`config.mk`:
```
export PLATFORM = sky130hd
export DESIGN_NAME = mult_div_unit
export DESIGN_NICKNAME = d
export VERILOG_FILES = /design/src/rtl/mult_div_unit.sv
export SDC_FILE = /design/constraint.sdc
export NUM_CORES = 1
export LEC_CHECK = 0
export ABC_AREA = 0
export CORE_MARGIN = 8
export CORE_UTILIZATION = 50
export CTS_CLUSTER_DIAMETER = 30
export DETAILED_ROUTE_END_ITERATION = 6
export DONT_BUFFER_PORTS = 1
export GPL_ROUTABILITY_DRIVEN = 0
export HOLD_SLACK_MARGIN = 0.12
export PLACE_DENSITY = 0.73
export SYNTH_ARGS = -nofsm -noshare
export SYNTH_HDL_FRONTEND = slang
export SYNTH_SLANG_ARGS = --single-unit
export TNS_END_PERCENT = 1
```
`constraint.sdc`:
```
create_clock -name clk -period 3.8 [get_ports clk]
set_input_delay 0.76 -clock clk [delete_from_list [all_inputs] [get_ports clk]]
set_output_delay 0.76 -clock clk [all_outputs]
set_load 0.1 [all_outputs]
```
`src/rtl/mult_div_unit.sv`:
```
// rtl/mult_div_unit.sv - iterative radix-2 multiply/divide unit with HI/LO result registers
module mult_div_unit #(
  parameter int WIDTH = 32
) (
  input  logic             clk,
  input  logic             rst,
  input  logic             start,
  input  logic [1:0]       op,
  input  logic [WIDTH-1:0] a,
  input  logic [WIDTH-1:0] b,
  input  logic             mthi,
  input  logic             mtlo,
  output logic             busy,
  output logic             done,
  output logic             div_zero,
  output logic [WIDTH-1:0] hi,
  output logic [WIDTH-1:0] lo
);

  typedef enum logic [1:0] {S_IDLE, S_CALC, S_FIX} state_e;

  state_e             state_q;
  logic               is_div_q, neg_res_q, neg_rem_q, dz_q;
  logic [WIDTH-1:0]   mcand_q;
  logic [2*WIDTH-1:0] acc_q, acc_d;
  logic [5:0]         cnt_q;
  logic [WIDTH-1:0]   hi_q, lo_q;
  logic               busy_q, done_q, div_zero_q;

  logic               is_signed, a_neg, b_neg;
  logic [WIDTH-1:0]   a_mag, b_mag;
  logic [WIDTH:0]     mul_sum, rem_s, rem_diff;
  logic               rem_ge;
  logic [WIDTH-1:0]   rem_n;
  logic [2*WIDTH-1:0] prod_s;
  logic [WIDTH-1:0]   fix_hi, fix_lo;

  assign is_signed = ~op[0];
  assign a_neg     = is_signed & a[WIDTH-1];
  assign b_neg     = is_signed & b[WIDTH-1];
  assign a_mag     = a_neg ? (~a + 1'b1) : a;
  assign b_mag     = b_neg ? (~b + 1'b1) : b;

  // Multiply step: conditional add into the upper half with carry, then shift right.
  assign mul_sum = {1'b0, acc_q[2*WIDTH-1:WIDTH]} + (acc_q[0] ? {1'b0, mcand_q} : '0);

  // Divide step: {rem, quot} shifted left; remainder never exceeds the divisor, so WIDTH bits suffice.
  assign rem_s    = acc_q[2*WIDTH-1:WIDTH-1];
  assign rem_diff = rem_s - {1'b0, mcand_q};
  assign rem_ge   = ~rem_diff[WIDTH];
  assign rem_n    = rem_ge ? rem_diff[WIDTH-1:0] : rem_s[WIDTH-1:0];

  always_comb begin
    acc_d = acc_q;
    if (is_div_q) acc_d = {rem_n, acc_q[WIDTH-2:0], rem_ge};
    else          acc_d = {mul_sum, acc_q[WIDTH-1:1]};
  end

  // Divide-by-zero leaves |a| in the remainder, so the sign-corrected HI is already a.
  always_comb begin
    prod_s = neg_res_q ? (~acc_q + 1'b1) : acc_q;
    fix_hi = prod_s[2*WIDTH-1:WIDTH];
    fix_lo = prod_s[WIDTH-1:0];
    if (is_div_q) begin
      fix_hi = neg_rem_q ? (~acc_q[2*WIDTH-1:WIDTH] + 1'b1) : acc_q[2*WIDTH-1:WIDTH];
      fix_lo = neg_res_q ? (~acc_q[WIDTH-1:0] + 1'b1) : acc_q[WIDTH-1:0];
      if (dz_q) fix_lo = '1;
    end
  end

  always_ff @(posedge clk or negedge rst) begin
    if (!rst) begin
      state_q    <= S_IDLE;
      is_div_q   <= 1'b0;
      neg_res_q  <= 1'b0;
      neg_rem_q  <= 1'b0;
      dz_q       <= 1'b0;
      mcand_q    <= '0;
      acc_q      <= '0;
      cnt_q      <= '0;
      hi_q       <= '0;
      lo_q       <= '0;
      busy_q     <= 1'b0;
      done_q     <= 1'b0;
      div_zero_q <= 1'b0;
    end else begin
      done_q     <= 1'b0;
      div_zero_q <= 1'b0;
      case (state_q)
        S_IDLE: begin
          if (start) begin
            state_q   <= S_CALC;
            busy_q    <= 1'b1;
            is_div_q  <= op[1];
            neg_res_q <= a_neg ^ b_neg;
            neg_rem_q <= a_neg;
            dz_q      <= op[1] & (b == '0);
            mcand_q   <= op[1] ? b_mag : a_mag;
            acc_q     <= {{WIDTH{1'b0}}, (op[1] ? a_mag : b_mag)};
            cnt_q     <= '0;
          end else begin
            if (mthi) hi_q <= a;
            if (mtlo) lo_q <= a;
          end
        end
        S_CALC: begin
          acc_q <= acc_d;
          cnt_q <= cnt_q + 6'd1;
          if (cnt_q == 6'(WIDTH-1)) state_q <= S_FIX;
        end
        S_FIX: begin
          hi_q       <= fix_hi;
          lo_q       <= fix_lo;
          done_q     <= 1'b1;
          div_zero_q <= dz_q;
          busy_q     <= 1'b0;
          state_q    <= S_IDLE;
        end
        default: state_q <= S_IDLE;
      endcase
    end
  end

  assign busy     = busy_q;
  assign done     = done_q;
  assign div_zero = div_zero_q;
  assign hi       = hi_q;
  assign lo       = lo_q;

endmodule

```
==> metrics.cfg <==
[run_status]
outcome=completed

[worst_hold_path]
hold_class=input pin to asynchronous set/reset pin

[cells_and_area]
mostFrequentLayoutCell=o21ai_0
area_growth_pct=8.59
seq_area_um2=4380
postLayoutCoreUtil_pct=54.6
n_antenna_cell=0
layout_common_cells=o21ai_0 (182), nand2_1 (179), a21oi_1 (178), dfrtp_1 (173), nor2_1 (136)
drive_gt1_share_pct=7.44
final_nets=1943
multi_input_area_um2=9750
fill_cells=2700

[setup_path]
crit_required_ns=4.14
worst-path-max-fanout=9
timing.rr.start=acc_q[25]$_DFFE_PN0P_
r2r_setup_slack_ns=0.15
arrival_ns=4.00
crit_type=flip-flop to flip-flop
rr_worst_depth=9
r2r-end=hi[11]$_DFFE_PN0P_
cp-start-kind=flip-flop
endpoint_kind=flip-flop

[sta]
hold_viol=0
drv_slew=0
holdWs_ns=0.0162
min_period_ns=3.65
tightest_slew_ns=1.24
setup_viol=0
relSlewSlack_pct=17.5
max_freq_mhz=274
final.setup_skew_ns=0.0152
setup-tns-final_ns=0
post-route-period-util_pct=96.2
rsz0062_at_grt=no

[detailed_routing]
post_drt_via_cell_ratio=6.55
final_antenna_net_count=0
drc=0
totalWireLength_um=49500
wl_per_cell_um=22.5
vias=14445
drt-initial-drc-count=1586
dr.pass1.iters=6

[grt]
grt-ovfl-total=0
met3_usage_pct=7.24
grt_first_pass_wirelength_um=76500
grt_pass1_vias=13374
globalRouteMet1Util_pct=33.9
grt_usage_pct=27.0
use_met2_pct=42.9
antenna_found_initial=0
grt_max_degree=176
top_usage_layer=met2

[synthesis]
synth_cell_types=68
synth_ff_type=dfrtp_1
synth_top_cell_area_share_pct=29.7
ys_top_cells_by_area=dfrtp_1 (30%), mux2i_1 (6.7%), o21ai_0 (6.2%)
ys.warnings.count=0
netlist_area_um2=14700
synth_top_cell_by_area=dfrtp_1
seq_area_frac_synth_pct=29.7
avgSynthCellArea_um2=8.10
ys_async_sr_fraction_pct=100
synth_cells=1821
syn-num-nets=1963
ys_ff_latch=175
synth-edff-count=0

[floorplan]
rows=63
initial_core_util_pct=50.3
die_area_um2=35200
die_w_um=188
io-pin-count=138
core_um2=29300
die_h_um=188

[clock_network]
clockBufferDepth=2
htree_levels=4
cts.sinks=175
cts_buffers=17
clk_pin_slew_worst_paths_ns=0.08
cts_root_buf=clkbuf_16
clk_latency_ns=0.44
cts_tree=done

[place]
dpl.hpwl_um=37100
portBuffers=0

[power]
ir_drop_uv=555
p_per_area_nw_per_um2=962
leakagePower_nw=6.76
p_total_mw=15.4

[flow_run]
cap_violations=0

## how the worst max path moves through the flow
| stage | from | to | slack [ns] | cells after the start |
|---|---|---|---|---|
| 6_report | acc_q[25]$_DFFE_PN0P_ | hi[11]$_DFFE_PN0P_ | 0.15 | 9 |
| 4_1_cts | acc_q[25]$_DFFE_PN0P_ | hi[27]$_DFFE_PN0P_ | 0.21 | 10 |
| 5_1_grt | acc_q[31]$_DFFE_PN0P_ | acc_q[41]$_DFFE_PN0P_ | 0.01 | 16 |
| 3_5_place_dp | b[9] | acc_q[25]$_DFFE_PN0P_ | 0.15 | 11 |
| 3_3_place_gp | b[9] | acc_q[25]$_DFFE_PN0P_ | 0.17 | 11 |
| 2_1_floorplan | acc_q[51]$_DFFE_PN0P_ | acc_q[50]$_DFFE_PN0P_ | 0.38 | 12 |
## report_power, final
part	internal (mW)	leakage [nW]	switching, mW
sequential	2.52	2.10	2.11
combinational	3.87	4.38	5.06
clock	0.940	0.290	0.893
total	7.33	6.76	8.07
## flip-flops by register name, indices dropped and copies added, names as in the netlist
signal / cells
acc_q: 64
busy: 1
cnt_q: 6
div_zero: 1
done: 1
dz_q: 1
hi: 32
is_div_q: 1
lo: 32
mcand_q: 32
neg_rem_q: 1
neg_res_q: 1
state_q: 2
## per-stage QoR
stage / worst slack (ns) / instances / area [µm²]
2_1_floorplan: 0.377 / 1821 / 14700
3_3_place_gp: 0.170 / 2169 / 15400
3_5_place_dp: 0.146 / 2169 / 15400
4_1_cts: 0.210 / 2201 / 16000
5_1_grt: 0.0118 / 2204 / 16000
6_report: 0.145 / 2204 / 16000
## kinds of logic (layout without fill, tap and decap cells)
| group | count (synthesis) | in the layout | synth area share (%) |
|---|---|---|---|
| xor+xnor | 171 | 171 | 10.2 |
| mux | 100 | 100 | 6.80 |
| flops | 175 | 175 | 29.7 |
| compound gates | 626 | 626 | 26.7 |
| fa+ha+maj | 71 | 71 | 6.13 |
| buf+inv | 175 | 168 | 4.56 |
| simple gates | 503 | 503 | 16.0 |
## final cells by class
type / instances / area share (%)
Timing Repair inverter: 1 / 0.0313
Multi-Input combinational cell: 1471 / 60.9
Sequential cell: 175 / 27.4
Clock inverter: 15 / 1.03
Timing Repair Buffer: 73 / 3.50
Clock buffer: 17 / 2.66
Tap cell: 390 / 3.05
Inverter: 62 / 1.48
## critical path, stage by stage (launching register included)
cell and delay (ns):
dfrtp_1 0.43, or3_1 0.45, or4_1 0.54, or4_4 0.52, or3b_1 0.55, nand2_1 0.31, a31oi_1 0.20, xor2_1 0.31
nand2_1 0.11, o21ai_0 0.14
## timing repair
item                                   4_1_cts  5_1_grt
endpoints found under the hold margin      175      175
gates resized for setup                      0        4
buffers inserted                             0        2
setup endpoints to repair                    0        3
## layer usage
layer	vias up	wire [µm]
met5	-	0
met4	0	2570
met3	167	5430
met2	799	22300
met1	6886	19200
li1	6593	-
## synthesized netlist by cell type (12+ instances only)
master and count:
nor2b_1 19, or3_1 13, a221o_1 34, xor2_1 93, nor3_1 34, xnor2_1 78, nor2_1 137, nand2_1 180
o211ai_1 21, o21ai_0 182, a31oi_1 22, a21oi_1 178, nand3_1 22, nand2b_1 25, dfrtp_1 175, o31ai_1 23
a211oi_1 34, clkbuf_1 96, or4_1 12, ha_1 69, inv_1 62, nor4_1 12, a22oi_1 22, mux2i_1 99
a21o_1 39
(Power assumes the default switching activity.)
